==> config.mk <==
export PLATFORM = sky130hd
export DESIGN_NAME = dfr_input_mask_flat
export DESIGN_NICKNAME = d
export VERILOG_FILES = /design/src/rtl/dfr_input_mask_if.sv /design/src/rtl/dfr_input_mask.sv /design/src/flat_wrapper.sv
export SDC_FILE = /design/constraint.sdc
export NUM_CORES = 2
export LEC_CHECK = 0
export BUFFER_PORTS_ARGS = -buffer_cell sky130_fd_sc_hd__buf_2
export CORE_MARGIN = 2
export CORE_UTILIZATION = 62
export CTS_CLUSTER_SIZE = 16
export DETAILED_ROUTE_END_ITERATION = 7
export PLACE_DENSITY = 0.8
export SLEW_MARGIN = 20
export SYNTH_ARGS = -nofsm -noshare
export SYNTH_HDL_FRONTEND = slang
export SYNTH_SLANG_ARGS = --single-unit
==> constraint.sdc <==
create_clock -name clk -period 19.09 [get_ports clk]
set_input_delay 1.909 -clock clk [delete_from_list [all_inputs] [get_ports clk]]
set_output_delay 1.909 -clock clk [all_outputs]
set_load 0.01 [all_outputs]
==> src/rtl/dfr_input_mask_if.sv <==
// Handshake, mask-config and output bundle of the DFR input-masking stage.
// master: drives samples and mask writes (upstream/config side).
// slave:  the masking stage itself.
interface dfr_input_mask_if #(
    parameter int VIRTUAL_NODES  = 10,
    parameter int DATA_WIDTH     = 32,
    parameter int MASK_WIDTH     = 16,
    parameter int NODE_IDX_WIDTH = $clog2(VIRTUAL_NODES)
);
    // Mask configuration write port
    logic                         mask_wen;
    logic [NODE_IDX_WIDTH-1:0]    mask_addr;
    logic signed [MASK_WIDTH-1:0] mask_din;

    // Sample input handshake
    logic                         sample_valid;
    logic                         sample_ready;
    logic signed [DATA_WIDTH-1:0] sample_data;

    // Masked node stream towards the reservoir
    logic signed [DATA_WIDTH-1:0] dout;
    logic                         dout_valid;
    logic [NODE_IDX_WIDTH-1:0]    node_idx;
    logic                         sample_done;
    logic [31:0]                  sample_count;

    modport master (
        output mask_wen, mask_addr, mask_din,
        output sample_valid, sample_data,
        input  sample_ready,
        input  dout, dout_valid, node_idx, sample_done, sample_count
    );

    modport slave (
        input  mask_wen, mask_addr, mask_din,
        input  sample_valid, sample_data,
        output sample_ready,
        output dout, dout_valid, node_idx, sample_done, sample_count
    );
endinterface

==> src/rtl/dfr_input_mask.sv <==
// DFR input-masking stage. Each accepted scalar sample is replayed over
// VIRTUAL_NODES consecutive cycles, scaled by a per-node Q(MASK_FRAC_BITS)
// mask coefficient, floored and saturated to DATA_WIDTH. A new sample can be
// taken on the last node cycle, so back-to-back samples stream without gaps.
module dfr_input_mask #(
    parameter int VIRTUAL_NODES  = 10,
    parameter int DATA_WIDTH     = 32,
    parameter int MASK_WIDTH     = 16,
    parameter int MASK_FRAC_BITS = 14
) (
    input logic             clk,
    input logic             rst,
    dfr_input_mask_if.slave bus
);
    localparam int NODE_IDX_WIDTH = $clog2(VIRTUAL_NODES);
    localparam int PROD_WIDTH     = DATA_WIDTH + MASK_WIDTH;

    localparam logic [NODE_IDX_WIDTH-1:0] LAST_NODE = NODE_IDX_WIDTH'(VIRTUAL_NODES - 1);
    localparam logic signed [DATA_WIDTH-1:0] SAT_MAX = {1'b0, {(DATA_WIDTH-1){1'b1}}};
    localparam logic signed [DATA_WIDTH-1:0] SAT_MIN = {1'b1, {(DATA_WIDTH-1){1'b0}}};

    typedef enum logic {
        IDLE,
        EMIT
    } state_t;

    state_t                       state;
    state_t                       state_next;
    logic                         sample_ready_c;
    logic                         accept;
    logic                         last_node;

    logic signed [DATA_WIDTH-1:0] sample_reg;
    logic [NODE_IDX_WIDTH-1:0]    node_cnt;
    logic signed [MASK_WIDTH-1:0] mask_mem [VIRTUAL_NODES];
    logic signed [MASK_WIDTH-1:0] mask_rd;

    logic signed [PROD_WIDTH-1:0] product;
    logic signed [PROD_WIDTH-1:0] shifted;
    logic signed [DATA_WIDTH-1:0] masked;

    assign last_node        = (node_cnt == LAST_NODE);
    assign accept           = bus.sample_valid && sample_ready_c;
    assign bus.sample_ready = sample_ready_c;

    // State register.
    always_ff @(posedge clk or posedge rst) begin
        if (rst) begin
            state <= IDLE;
        end else begin
            // NOTE: sequential state uses non-blocking assignments so every
            // register samples pre-edge values regardless of block order.
            state <= state_next;
        end
    end

    // Next-state and ready decode: idle always ready, emitting only on the last node.
    always_comb begin
        // NOTE: defaults first so no path leaves an output unassigned (no latches).
        state_next     = state;
        sample_ready_c = 1'b0;
        unique case (state)
            IDLE: begin
                sample_ready_c = 1'b1;
                if (bus.sample_valid) begin
                    state_next = EMIT;
                end
            end
            EMIT: begin
                sample_ready_c = last_node;
                if (last_node) begin
                    state_next = bus.sample_valid ? EMIT : IDLE;
                end
            end
            default: state_next = IDLE;
        endcase
    end

    // Sample latch and node counter; counter parks on the last node when idle.
    always_ff @(posedge clk or posedge rst) begin
        if (rst) begin
            sample_reg <= '0;
            node_cnt   <= '0;
        end else if (accept) begin
            sample_reg <= bus.sample_data;
            node_cnt   <= '0;
        end else if (state == EMIT && !last_node) begin
            node_cnt   <= node_cnt + NODE_IDX_WIDTH'(1);
        end
    end

    // Mask table write port; out-of-range addresses are dropped.
    always_ff @(posedge clk or posedge rst) begin
        if (rst) begin
            // NOTE: the mask table is built from flops, not a RAM macro, because
            // reset must clear every coefficient; a RAM could not be reset here.
            mask_mem <= '{default: '0};
        end else if (bus.mask_wen && (32'(bus.mask_addr) < VIRTUAL_NODES)) begin
            mask_mem[bus.mask_addr] <= bus.mask_din;
        end
    end

    // Read returns the pre-write value in the write cycle, since the table is registered.
    assign mask_rd = mask_mem[node_cnt];

    // Full-width product, floor shift, saturate to the output range.
    always_comb begin
        product = PROD_WIDTH'(sample_reg) * PROD_WIDTH'(mask_rd);
        shifted = product >>> MASK_FRAC_BITS;
        masked  = shifted[DATA_WIDTH-1:0];
        if (!((&shifted[PROD_WIDTH-1:DATA_WIDTH-1]) || !(|shifted[PROD_WIDTH-1:DATA_WIDTH-1]))) begin
            masked = shifted[PROD_WIDTH-1] ? SAT_MIN : SAT_MAX;
        end
    end

    // Output register: one beat per EMIT cycle, dout/node_idx hold otherwise.
    always_ff @(posedge clk or posedge rst) begin
        if (rst) begin
            bus.dout        <= '0;
            bus.dout_valid  <= 1'b0;
            bus.node_idx    <= '0;
            bus.sample_done <= 1'b0;
        end else begin
            bus.dout_valid  <= (state == EMIT);
            bus.sample_done <= (state == EMIT) && last_node;
            if (state == EMIT) begin
                bus.dout     <= masked;
                bus.node_idx <= node_cnt;
            end
        end
    end

    // Accepted-sample counter, wraps naturally at 2^32.
    always_ff @(posedge clk or posedge rst) begin
        if (rst) begin
            bus.sample_count <= '0;
        end else if (accept) begin
            bus.sample_count <= bus.sample_count + 32'd1;
        end
    end
endmodule

==> src/flat_wrapper.sv <==
// flat-port wrapper written by rule: the top's interface ports become plain ports
module dfr_input_mask_flat 
#(
    parameter int VIRTUAL_NODES  = 10,
    parameter int DATA_WIDTH     = 32,
    parameter int MASK_WIDTH     = 16,
    parameter int MASK_FRAC_BITS = 14
)
  (clk, rst, bus_mask_wen, bus_mask_addr, bus_mask_din, bus_sample_valid, bus_sample_data, bus_sample_ready, bus_dout, bus_dout_valid, bus_node_idx, bus_sample_done, bus_sample_count);
  dfr_input_mask_if #(.VIRTUAL_NODES(VIRTUAL_NODES), .DATA_WIDTH(DATA_WIDTH), .MASK_WIDTH(MASK_WIDTH)) bus_i ();
  input logic clk;
  input logic rst;
  input wire logic [$bits(bus_i.mask_wen)-1:0] bus_mask_wen;
  input wire logic [$bits(bus_i.mask_addr)-1:0] bus_mask_addr;
  input wire logic [$bits(bus_i.mask_din)-1:0] bus_mask_din;
  input wire logic [$bits(bus_i.sample_valid)-1:0] bus_sample_valid;
  input wire logic [$bits(bus_i.sample_data)-1:0] bus_sample_data;
  output wire logic [$bits(bus_i.sample_ready)-1:0] bus_sample_ready;
  output wire logic [$bits(bus_i.dout)-1:0] bus_dout;
  output wire logic [$bits(bus_i.dout_valid)-1:0] bus_dout_valid;
  output wire logic [$bits(bus_i.node_idx)-1:0] bus_node_idx;
  output wire logic [$bits(bus_i.sample_done)-1:0] bus_sample_done;
  output wire logic [$bits(bus_i.sample_count)-1:0] bus_sample_count;
  assign bus_i.mask_wen = bus_mask_wen;
  assign bus_i.mask_addr = bus_mask_addr;
  assign bus_i.mask_din = bus_mask_din;
  assign bus_i.sample_valid = bus_sample_valid;
  assign bus_i.sample_data = bus_sample_data;
  assign bus_sample_ready = bus_i.sample_ready;
  assign bus_dout = bus_i.dout;
  assign bus_dout_valid = bus_i.dout_valid;
  assign bus_node_idx = bus_i.node_idx;
  assign bus_sample_done = bus_i.sample_done;
  assign bus_sample_count = bus_i.sample_count;
  dfr_input_mask #(.VIRTUAL_NODES(VIRTUAL_NODES), .DATA_WIDTH(DATA_WIDTH), .MASK_WIDTH(MASK_WIDTH), .MASK_FRAC_BITS(MASK_FRAC_BITS)) u_core (.clk(clk), .rst(rst), .bus(bus_i));
endmodule
---- After elaboration in Yosys (flattened, before gate mapping) ----
Cells that the tools add are included.
word-level totals
  flip-flop bits (word level) ............. 267
  input port bits ......................... 56
  output and inout bits ................... 71
  word-level logic and storage cells ...... 54
cells by class
  $add $sub $neg .......................... 2
  multipliers ............................. 1
  order comparisons ....................... 4
  equal/unequal tests ..................... 1
  multiplexer cells ....................... 14
  bitwise logic cells ..................... 3
  reduce and logical (&&, ||, !) cells .... 11
operator list
  kind                                                                          number
  160-bit bitwise mux                                                           1
  16-bit binary-select mux with 4-bit select                                    1
  16-bit demux with 4-bit select                                                1
  32-bit two-way mux                                                            2
  32-bit by 16-bit multiplier with 48-bit output                                1
  16-bit two-way mux                                                            3
  32-bit by 1-bit adder with 32-bit output, second input constant               1
  5-bit greater-or-equal comparator, second input constant                      2
  4-bit NOT with 5-bit output                                                   2
  4-bit two-way mux                                                             2
  1-bit logical AND                                                             5
  5-bit by 1-bit less-than comparator with 1-bit output, second input constant  1
  4-bit by 1-bit adder with 4-bit output, second input constant                 1
  4-bit == test, second input constant                                          1
  4-bit less-than comparator, second input constant                             1
  1-bit case mux with 2 select lines                                            2
  3-bit AND reduction                                                           1
  3-bit OR reduction                                                            1
  1-bit logical NOT                                                             2
  1-bit two-way mux                                                             2
  2-bit nonzero test                                                            1
  1-bit logical OR                                                              1
  1-bit NOT                                                                     1

---- Logic depth before layout (Yosys ltp) ----
  depth after elaboration ................. 9
  gate-level depth with buffers ........... 34
  gate-level depth less buffers ........... 30

---- Least setup slack after synthesis ----
Ideal clock, no wire load.
  path type ............................... register to register
  start ................................... register u_core.node_cnt[0]
  end ..................................... register u_core.bus.dout[0]
  library setup time ...................... 0.066 ns
  arrival ................................. 8.776 ns
  data required time ...................... 19.024 ns
  setup slack ............................. 10.248 ns
  stages on the path, launching flop included .. 33
  period minus slack after synthesis ...... 8.842 ns
  cells stage by stage .................... dfrtp_1 -> buf_4 -> buf_1 -> buf_1 -> clkbuf_1 -> mux2_2 -> a221oi_1 -> a21oi_1 -> clkbuf_1 -> nand2_1 -> inv_1 -> fa_1 -> inv_1 -> fa_1 -> fa_1 -> inv_1 -> fa_1 -> fa_1 -> fa_1 -> ha_1 -> clkbuf_1 -> a21o_1 -> a21o_1 -> a21o_1 -> a21o_1 -> a21oi_1 -> nor2_1 -> a211oi_1 -> o41ai_4 -> xor2_2 -> nor4b_2 -> clkbuf_1 -> a221o_1
between the ends
  longest elaborated chain between the ends .. 9
  elaborated cells on any way between the ends .. 11
RTL lines
  what                                                        RTL line                 source
  start, declared                                             dfr_input_mask.sv:34     logic [NODE_IDX_WIDTH-1:0] node_cnt;
  start signal, assigned                                      dfr_input_mask.sv:88     node_cnt <= node_cnt + NODE_IDX_WIDTH'(1);
  4-bit NOT with 5-bit output (implied by the code) (*)       dfr_input_mask.sv:104    assign mask_rd = mask_mem[node_cnt];
  16-bit binary-select mux with 4-bit select (*)              dfr_input_mask.sv:104
  16-bit two-way mux (implied by the code) (*) (2 in series)  dfr_input_mask.sv:104
  32-bit by 16-bit multiplier with 48-bit output (*)          dfr_input_mask.sv:108    product = PROD_WIDTH'(sample_reg) * PROD_WIDTH'(mask_rd);
  3-bit OR reduction                                          dfr_input_mask.sv:111    if (!((&shifted[PROD_WIDTH-1:DATA_WIDTH-1]) || !(|shifted[PROD_WIDTH-1:DATA_WIDTH-1]))) begin
  1-bit logical NOT                                           dfr_input_mask.sv:111
  1-bit logical OR                                            dfr_input_mask.sv:111
  32-bit two-way mux (*)                                      dfr_input_mask.sv:111
  end signal, assigned                                        dfr_input_mask.sv:127    bus.dout <= masked;
  end, declared                                               dfr_input_mask_if.sv:38  output dout, dout_valid, node_idx, sample_done, sample_count
Mark *: on every way between the ends. The rest lies on a longest branch, timed or not. The select of a mux whose other input is x is not followed.
A chain may end at the register's enable or synchronous reset.

---- Worst setup path in the final report ----
  start ................................... register u_core.node_cnt[3]
  end ..................................... register u_core.bus.dout[20]
The elaborated chain is that of the path after synthesis.

==> key figures <==
Synth
  • Adder-cell share of the synthesized area: 38.08%
  • Simple-Gate Fraction of Synth Area: 11.86%
  • Compound-cell area share of the yosys netlist: 5.096%
  • Largest cells by area after synthesis: fa_1 (33%), dfrtp_1 (23%), mux2_2 (8.2%)
  • EDFF count, synth: 0
  • Predominant post-synthesis flop cell: dfrtp_1
  • Mapped Nets: 3494
  • Syn Area/Cell: 10.30 µm²
  • Cell count after synthesis: between 2000 and 3000
  • Seq/Total Area, Yosys: roughly 23%
  • Area leader, netlist: fa_1
  • Synth top area share: 33.20%
  • Synth Cell Area: ~29000 µm²
  • Post-synthesis mux area share: 10.65%
  • Synthesis-stage register bit count: 267
  • Main combinational cell family by area after synthesis: adder cells
  • Async set-reset flop share out of synthesis: 100.0%
  • Ys Warns: 0
  • Yosys cell types: 59
  • XOR/XNOR share of the synthesized area: 2.242%

Worst hold path
  • Worst hold path type: register to register

Global routing
  • First-pass GRT wire length: 117.5 mm
  • GRT busiest layer: met2
  • Pin count of the biggest net entering global routing: about 120
  • GRT Util Overall: between 20% and 30%
  • Met2 Resource Use GR: between 40% and 50%
  • Global route total overflow: 0
  • Met3 usage: 6.201%
  • Vias in the first global route: about 23000
  • Antenna violations before repair: 5
  • Met1 GRT Util: 38.40%

Worst setup path
  • Nature of the critical path endpoint: register
  • Required @ worst endpoint: between 15 and 20 ns
  • CP arrival: 10.40 ns
  • Crit-path max cell delay: 0.62 ns
  • Critical path class: register to register
  • Crit path launch type: register
  • CP max-delay cell: nor2_1
  • Maximum fanout along the worst path: 29
  • Most common cell type on the critical path: fa_1

Finish
  • Largest reg by FF count: u_core.mask_mem
  • Max FFs per register: between 150 and 200
  • Share of cells above drive strength 1: 16.80%
  • Area growth, synth to finish: 7.744%
  • Final nets: 3537

Floorplanning
  • Initial Util: 62.81%
  • DIE HEIGHT: 221.2 µm
  • Boundary Pins: 127
  • CORE AREA: 46560 µm²
  • Area of the die: 48920 µm²
  • Die Width: 221.2 µm
  • Num rows: 79

Clocking
  • CTS root buf: clkbuf_16
  • Resized Gates After CTS: 0
  • Clock latency on the worst-skew pair: 0.61 ns
  • TritonCTS Sinks: 267
  • Cts bufs inserted: 30
  • Post-CTS setup buffer count: 0
  • Clock buffer depth: 3
  • CTS H-Tree Depth: 1
  • CTS tree: built
  • Clock transition at path regs: 0.06 ns
  • # hold bufs at CTS: 0

STA
  • Fmax: 0.1006 GHz
  • Final Cycle Share: a little over half
  • Final Hold Fails: 0
  • Final-report setup violation count: 0
  • Worst slew pin tran: between 1 and 1.5 ns
  • Worst clock skew: ~0.039 ns
  • Setup TNS: 0 ns
  • RSZ-0062 raised after global routing: false
  • Final Max Tran Viols: 0
  • Worst slew margin: approximately 28%
  • Fin crit period: ~9.9 ns

Flow run
  • MaxCap Viol Count: 0

Detailed routing
  • Drt pass-1 iters: 5
  • Routed len/inst: 19.95 µm
  • DRC viols: 0
  • Routed wire length: ~70 mm
  • Vias post-DR: 20460
  • Antenna viol nets, final: 0
  • Vias per cell: 5.821
  • Initial DRC count: 1438

Place
  • Port bufs: between 100 and 150
  • Gpl congestion: 0.9024
  • Final HPWL DP: roughly 53 mm

Outcome
  • Status: finished, final reports clean
[per-layer routing]
layer | up-vias | share of wire (%)
met5 | - | 0
met3 | 202 | 7.5
li1 | 8846 | -
met2 | 802 | 49
met1 | 10610 | 39
met4 | 0 | 4.7
[final cells by class]
class / count / area (µm²)
Antenna cell: 3 / 7.507
Inverter: 568 / 2140
Timing Repair Buffer: 160 / 897.1
Sequential cell: 267 / 6683
Multi-Input combinational cell: 1855 / 19970
Tap cell: 607 / 759.5
Clock inverter: 14 / 187.7
Fill cell: 3414 / 15050
Clock buffer: 41 / 862.1
[cells in the final DEF, fill, tap and decap left out, types with 10 or more instances in the layout]
master,synthesis,layout
nand2_1,357,357
mux2_2,212,212
dfrtp_1,267,266
and3_1,10,10
xor2_1,24,24
buf_2,4,126
nor2_1,85,85
ha_1,114,114
clkbuf_16,0,30
a221oi_1,16,16
a21oi_2,0,12
a21o_1,34,34
fa_1,485,485
a221o_1,26,26
a21oi_1,61,48
buf_4,1,32
o21ai_0,24,23
nor2b_1,47,47
nand4_1,16,16
mux4_2,30,30
nand3_1,19,19
inv_1,568,566
xnor2_1,49,49
and2_1,156,155
[worst paths after layout]
path | from | endpoint | slack (ns) | cells past startpoint
worst max register to register | u_core.node_cnt[3] | u_core.bus.dout[20] | 9.15 | 29
worst min register to register | u_core.bus.sample_count[31] | u_core.bus.sample_count[31] | 0.47 | 1
worst max-delay path | u_core.node_cnt[3] | u_core.bus.dout[20] | 9.15 | 29
min in group asynchronous | rst | u_core.sample_reg[6] | 1.46 | 2
max in group asynchronous | rst | u_core.mask_mem[90] | 16.16 | 3
worst min-delay path | u_core.bus.sample_count[31] | u_core.bus.sample_count[31] | 0.47 | 1
[worst max-delay path: cells and delay by family, from the launching register on]
kind | cells | cell delay (ns)
and+or+nand+nor | 6 | 1.38
xor gates and xnor gates | 1 | 0.34
AOI/OAI and AO/OA | 8 | 2.45
adders and majority gates | 7 | 3.46
buffers and inverters | 7 | 1.65
DFF | 1 | 0.45
[synthesized netlist by cell type (all sizes together) (5+ instances only)]
master,count
inv,568
fa,485
nand2,357
dfrtp,267
mux2,212
and2,156
clkbuf,116
ha,114
nor2,85
a21oi,61
xnor2,49
nor2b,47
a21o,34
buf,33
mux4,30
a221o,26
o21ai,25
xor2,25
nand3,19
a221oi,16
nand4,16
and3,10
a311o,7
nor3,7
or2,7
nand2b,6
o21bai,6
mux2i,5
nand3b,5
o21a,5
[cells by family after synthesis]
kind of cell,count (synthesis)
compound gates,205
xor+xnor,74
fa+ha+maj,599
buf+inv,717
flops,267
mux,247
simple gates,730
[metrics by stage]
stage	setup WS (ns)	std cells	hold WS (ns)	utilization [%]	area [µm²]
after floorplan	9.827	2839	0.4687	-	29240
after global placement	9.367	3456	0.4601	65.37	30430
after detailed placement	9.116	3456	0.4627	65.37	30430
after CTS	9.051	3511	0.4754	67.62	31480
after global routing	8.624	3513	0.4939	67.67	31500
final	9.146	3515	0.4725	67.68	31510
Power is left out: the tool's default activity adds up to more than one toggle a clock period on the data nets, which glitch-free logic cannot reach.
